--- config.mk ---
export PLATFORM = sky130hd
export DESIGN_NAME = pc_sequencer
export DESIGN_NICKNAME = d
export VERILOG_FILES = /design/src/rtl/core_pkg.sv /design/src/rtl/pc_sequencer.sv
export SDC_FILE = /design/constraint.sdc
export NUM_CORES = 1
export LEC_CHECK = 0
export ABC_AREA = 1
export BUFFER_PORTS_ARGS = -buffer_cell sky130_fd_sc_hd__buf_2
export CAP_MARGIN = 20
export CORE_MARGIN = 8
export CORE_UTILIZATION = 45
export CTS_CLUSTER_DIAMETER = 100
export DETAILED_ROUTE_END_ITERATION = 12
export PLACE_DENSITY = 0.72
export SKIP_LAST_GASP = 1
export SYNTH_ARGS = -nofsm -noshare
export SYNTH_HDL_FRONTEND = slang
export SYNTH_SLANG_ARGS = --single-unit
--- constraint.sdc ---
create_clock -name clk -period 3.2 [get_ports clk]
set_input_delay 0.48 -clock clk [delete_from_list [all_inputs] [get_ports clk]]
set_output_delay 0.48 -clock clk [all_outputs]
set_load 0.02 [all_outputs]
--- src/rtl/core_pkg.sv ---
// Shared types and default widths for the single-cycle core sequencing logic.
package core_pkg;

  typedef enum logic [1:0] {
    IDLE = 2'd0,
    RUN  = 2'd1,
    DONE = 2'd2
  } seq_state_t;

  // Branch-target LUT index 0 is reserved and never names a valid target.
  localparam int BR_IDX_NONE = 0;

  localparam int PC_W   = 12;
  localparam int LUT_AW = 5;

endpackage

--- src/rtl/pc_sequencer.sv ---
// PC register plus IDLE/RUN/DONE control; branch targets come from an external
// combinational LUT addressed by lut_addr, so pc updates one cycle after sampling.
module pc_sequencer
  import core_pkg::*;
#(
  parameter int D  = PC_W,
  parameter int AW = LUT_AW,
  parameter int CW = 16
) (
  input  logic          clk,
  input  logic          rst_n,
  input  logic          start,
  input  logic [D-1:0]  start_addr,
  input  logic          stall,
  input  logic          halt,
  input  logic          branch_en,
  input  logic          branch_taken,
  input  logic [AW-1:0] lut_idx,
  output logic [AW-1:0] lut_addr,
  input  logic [D-1:0]  lut_target,
  output logic [D-1:0]  pc,
  output logic          running,
  output logic          done,
  output logic          bad_branch,
  output logic [CW-1:0] cycle_cnt
);

  seq_state_t    state_q;
  logic [D-1:0]  pc_q;
  logic          running_q;
  logic          done_q;
  logic          bad_q;
  logic [CW-1:0] cnt_q;

  logic          idx_reserved;

  assign lut_addr     = lut_idx;
  assign idx_reserved = (lut_idx == AW'(BR_IDX_NONE));

  always_ff @(posedge clk or negedge rst_n) begin
    if (!rst_n) begin
      state_q   <= IDLE;
      pc_q      <= '0;
      running_q <= 1'b0;
      done_q    <= 1'b0;
      bad_q     <= 1'b0;
      cnt_q     <= '0;
    end else begin
      case (state_q)
        IDLE, DONE: begin
          if (start) begin
            state_q   <= RUN;
            pc_q      <= start_addr;
            cnt_q     <= '0;
            bad_q     <= 1'b0;
            running_q <= 1'b1;
            done_q    <= 1'b0;
          end
        end
        RUN: begin
          // Counts every RUN cycle, including stalls and the halt cycle itself.
          if (cnt_q != '1) cnt_q <= cnt_q + CW'(1);
          if (stall) begin
            pc_q <= pc_q;
          end else if (halt) begin
            state_q   <= DONE;
            running_q <= 1'b0;
            done_q    <= 1'b1;
          end else if (branch_en && branch_taken && !idx_reserved) begin
            pc_q <= lut_target;
          end else begin
            pc_q <= pc_q + D'(1);
            if (branch_en && branch_taken) bad_q <= 1'b1;
          end
        end
        default: begin
          state_q   <= IDLE;
          running_q <= 1'b0;
          done_q    <= 1'b0;
        end
      endcase
    end
  end

  assign pc         = pc_q;
  assign running    = running_q;
  assign done       = done_q;
  assign bad_branch = bad_q;
  assign cycle_cnt  = cnt_q;

endmodule

# Word-level counts from Yosys, hierarchy flattened
# Index checks and enable logic that the tools add are counted.
# totals
regBits	33
inputBits	36
output_inout_bits	36
elab_cells	54
# classes
addsub	2
eq_ne	10
mux	25
n_reduce_logical	11
# op_table
operator	count
$mux 12	4
$mux 16	2
$pmux 16 s2	1
$pmux 12 s2	1
$add 16x1->16 const B	1
$ne 16x16->1 const B	1
$ne 2x2->1 const B	7
$add 12x1->12 const B	1
$mux 1	10
$mux 2	3
$pmux 1 s2	3
$reduce_and 3->1	2
$reduce_and 6->1	1
$logic_not 5->1	1
$pmux 2 s2	1
$reduce_and 4->1	1
$eq 2x1->1 const B	1
$eq 2x2->1 const B	1
$logic_and 1x1->1	2
$logic_not 2->1	1
$reduce_bool 2->1	1
$reduce_or 2->1	1
$logic_not 1->1	1

# Logic depth before layout (Yosys ltp)
# logic_depth
word_depth	7
depth_mapped	11
depth_no_buf	10

# Worst setup path after synthesis
# OpenSTA, ideal clock, no wires.
# synth_timing
path_type	register to register
startpoint	register cnt_q[1], in the netlist cycle_cnt[1]
endpoint	register cnt_q[3], in the netlist cycle_cnt[3]
setup_time_ns	0.083
arrival_time_ns	1.435
required_ns	3.117
setup_slack_ns	1.682
stages_incl_launch_ff	9
path_buffers	1
synth_period_minus_slack_ns	1.518
path_cell_list	dfrtp_1 ha_1 nand3_2 nor2_2 nand3_1 nand3_2 buf_4 nand2_1 o21ai_0
# synth_between
elab_chain_cells	3
elab_cells_between_ends	6
cone_classes	add/sub (1); eq/ne (2); mux (2); reduce/logical (1)
# synth_rtl
element	line	source
start, declared	pc_sequencer.sv:33	logic [CW-1:0] cnt_q;
start signal, assigned	pc_sequencer.sv:62	if (cnt_q != '1) cnt_q <= cnt_q + CW'(1);
$add 16x1->16 / $ne 16x16->1 (equally long branches)	pc_sequencer.sv:62	
$mux 16 / $ne 2x2->1 (equally long branches)	--	
$pmux 16 s2 / $reduce_and 3->1 (equally long branches)	--	
# Several ways; a longest one is shown, not always the timed one. The select of a mux whose other input is x is not followed.
# A chain may end at the register's enable or synchronous reset.

# Worst setup path in the final report
# layout_timing
startpoint	register cnt_q[0], in the netlist cycle_cnt[0]
endpoint	register cnt_q[11], in the netlist cycle_cnt[11]
# Same word-level chain as after synthesis.

==> impl_results.md <==
- Outcome: completed
- Xor and xnor fraction of the mapped netlist area: 0.03116
- Clock tree from TritonCTS: done
- Post-synth ARST share: 1.000
- Portion of total power attributed to sequential cells: 0.333
- Place WS: roughly 1.2 ns
- Data required time of the critical path: between 3 and 4 ns
- Placement Rows: 25
- Initial standard-cell utilization of the core: 0.4698
- Total clock buffers created by CTS: 5
- Final count of negative-setup-slack endpoints: 0
- Share of total power in combinational logic: 0.497
- Latest clock arrival within the worst-skew pair: between 0.2 and 0.3 ns
- Count of H-tree levels built during CTS: 2
- Transition time at the pin with the least slew margin: 0.7437 ns
- Max VDD drop: 545.6 uV
- Remaining global-route overflow: 0
- Number of optimization iterations in the first detailed-route pass: 4
- Final period utilization: 0.5434
- Most frequent cell after synthesis: sky130_fd_sc_hd__nand2_1
- Cell type with the highest aggregate area in the netlist: sky130_fd_sc_hd__dfrtp_1
- Multiplexer fraction of the synthesized cell area: 0
- Classification of the worst setup path: register to register
- Total wire length: ~5800 um
- Hold crit path type: input pin to asynchronous set/reset pin
- Power spent charging and discharging nets: 0.9291 mW
- Wire per inst: ~12 um
- Synth Area in Adders: 0.01113
- Starting DRC count in detailed routing: between 150 and 200
- Simple-gate portion of the synthesized area: 0.3745
- Switch share: 0.4835
- Remaining antenna violation count after routing: 0
- Post-CTS setup buffer count: 0
- Final hold slack: 0.2621 ns
- Final design instance area without fill: 0.002688 sq mm
- Sequential-to-total area share from yosys stat: 0.3561
- Area fraction in compound gates after synthesis: 0.1091
- Worst Setup EP: cycle_cnt[11]
- Total of hold buffers inserted after clock tree synthesis: 0
- Yosys warning total: 0
- Setup TNS: 0 ns
- Clock Skew: between 0.004 and 0.005 ns
- Post-cts gate resize count: 0
- Endpoints failing hold: 0
- Final Instance Count excl. Fillers: around 460
- Largest fanout on the critical path: 25
- Syn_nets: roughly 370
- Routed vias: 2243
- Total internal power: slightly below 1 mW
- Clk slew on worst S/H paths: roughly 0.06 ns
- GRT Resource Usage Total: 0.1547
- Synthesis-to-finish area growth: 19.53%
- Critical path endpoint category: register
- Pleak: 1.444 nW
- Share of final-layout standard cells stronger than drive strength 1: 0.2469
- R2R Setup Slk: 1.46 ns
- Cell variety after synth: 30
- Core outline area: roughly 0.0048 sq mm
- Final antenna diode count: 0
- Number of violations of the max-capacitance limit: 0
- Placed instance area: ~0.0026 sq mm
- Total power per unit cell area: 715.0 mW/mm^2
- Number of fill cells in the layout: roughly 480
- Layout net count: 434
- Final Critical Period: 1.739 ns
- Worst r2r path cells: 7
- Max Transition Viols Final: 0
- HPWL after DPL: between 4000 and 5000 um
- Minimum setup slack in the final design: roughly 1.5 ns
- Most frequent cells after synthesis: sky130_fd_sc_hd__nand2_1, sky130_fd_sc_hd__inv_1, sky130_fd_sc_hd__dfrtp_1
- Max Clk Rate: 0.5751 GHz
- Synth Register Bits: 32
- Boundary Pins: 72
- Worst rel slew slack: 0.5042
- Die Y-Extent: 86.69 um
- Last weighted congestion value of the routability-driven placer: a little under 0.9
- Ranking of synthesized cells by area: sky130_fd_sc_hd__dfrtp_1, sky130_fd_sc_hd__nand2_1, sky130_fd_sc_hd__inv_1
- Clock tree root driver cell: sky130_fd_sc_hd__clkbuf_8
- RSZ-0062 raised after global routing: no
- Average cell area after synthesis: a little under 7 sq um
- EDFF count, synth: 0
- First-pass GRT wire length: 9252 um
- Origin of the worst setup path: cycle_cnt[0]
- Arrival time worst endpoint: 1.88 ns
- Vias per std cell: slightly below 5
- Kind of launch point of the worst setup path: register
- Share of Yosys cell area claimed by the top area cell type: 0.3561
- Number of cells after detailed placement: between 400 and 500
- Flip-flop cell with the highest count after synthesis: sky130_fd_sc_hd__dfrtp_1
- Total die area: approximately 0.0075 sq mm
- Reg-to-reg endpoint: cycle_cnt[11]
- Area of the mapped netlist: 0.002248 sq mm
- Maximum number of pins on one net before global-route repair: 33
- Clock network fraction of total power: 0.170
- Initial antenna violation count: 0
- # port buffers: just over 70
- Via count of the first global-routing pass: 2026
- Syn Inst Count: 330
- Reg2Reg Launch Point: cycle_cnt[0]
- Maximum buffer depth of the clock tree: 2
- Combinational family with the most area after synthesis: simple AND/OR/NAND/NOR gates
- Die Wd: approximately 87 um
- Sinks on the clock net: 32
- Post-route DRC: 0
-- metrics by stage --
stage	utilization	power (mW)
after floorplan	-	1.361
after global placement	0.5427	1.592
after detailed placement	0.5427	1.608
after CTS	0.5616	1.942
after global routing	0.5616	2.097
final	0.5616	1.922
-- power groups by stage --
stage / Sequential, mW / Clock [mW] / Combinational (mW)
2_1_floorplan: 0.747 / 0 / 0.613
3_3_place_gp: 0.644 / 0 / 0.948
3_5_place_dp: 0.645 / 0 / 0.963
4_1_cts: 0.639 / 0.336 / 0.967
5_1_grt: 0.660 / 0.354 / 1.08
6_report: 0.641 / 0.326 / 0.955
-- layer usage --
metal,up-vias,global-route usage,wire (um)
met5,-,0,0
met4,0,0.06103,94
met3,9,0.04726,481
met2,66,0.2493,2677
met1,997,0.1871,2530
li1,1171,-,-
-- placed cells by master, fill, tap and decap left out, drive strengths merged --
cell / n
o21bai: 2
a21oi: 3
o211ai: 6
dfrtp: 32
xor2: 4
a31o: 1
buf: 71
ha: 2
nand2: 115
nor3: 4
nand3b: 1
o21ai: 30
clkinv: 1
nand4: 6
xnor2: 4
nor2: 29
or2: 4
clkbuf: 8
inv: 45
nand3: 29
-- registers in the layout, summed over array words and instances (netlist names) --
name and cells:
state_q 2, bad_branch 1, pc 12, cycle_cnt 16, running 1
-- kinds of logic after synthesis --
| kind of cell | count (synthesis) |
|---|---|
| simple gates | 188 |
| compound gates | 42 |
| buf+inv | 58 |
| fa+ha+maj | 2 |
| flops | 32 |
| xor+xnor | 8 |
-- critical path, cell delays in order (launching register included) --
cell	delay (ns)
sky130_fd_sc_hd__dfrtp_1	0.42
sky130_fd_sc_hd__ha_1	0.25
sky130_fd_sc_hd__nand3_2	0.12
sky130_fd_sc_hd__nor2_2	0.07
sky130_fd_sc_hd__nand3_1	0.11
sky130_fd_sc_hd__nand3_2	0.36
sky130_fd_sc_hd__nand2_1	0.17
sky130_fd_sc_hd__o21ai_0	0.10
-- worst min-delay path by stage --
stage | startpoint | to | slack (ns)
floorplan | rst_n | bad_branch | 0.18
global placement | running | running | 0.50
detailed placement | running | running | 0.49
CTS | rst_n | cycle_cnt[0] | 0.29
global route | rst_n | running | 0.30
finish | rst_n | cycle_cnt[0] | 0.26
-- layout make-up --
cell class	count	area [sq um]	share of cell area
Tap cell	67	83.83	0.03119
Multi-Input combinational cell	240	1182	0.4399
Timing Repair Buffer	71	355.3	0.1322
Sequential cell	32	800.8	0.2980
Clock buffer	8	90.09	0.03352
Inverter	46	175.2	0.06518
Power figures use the tool's default switching activity.
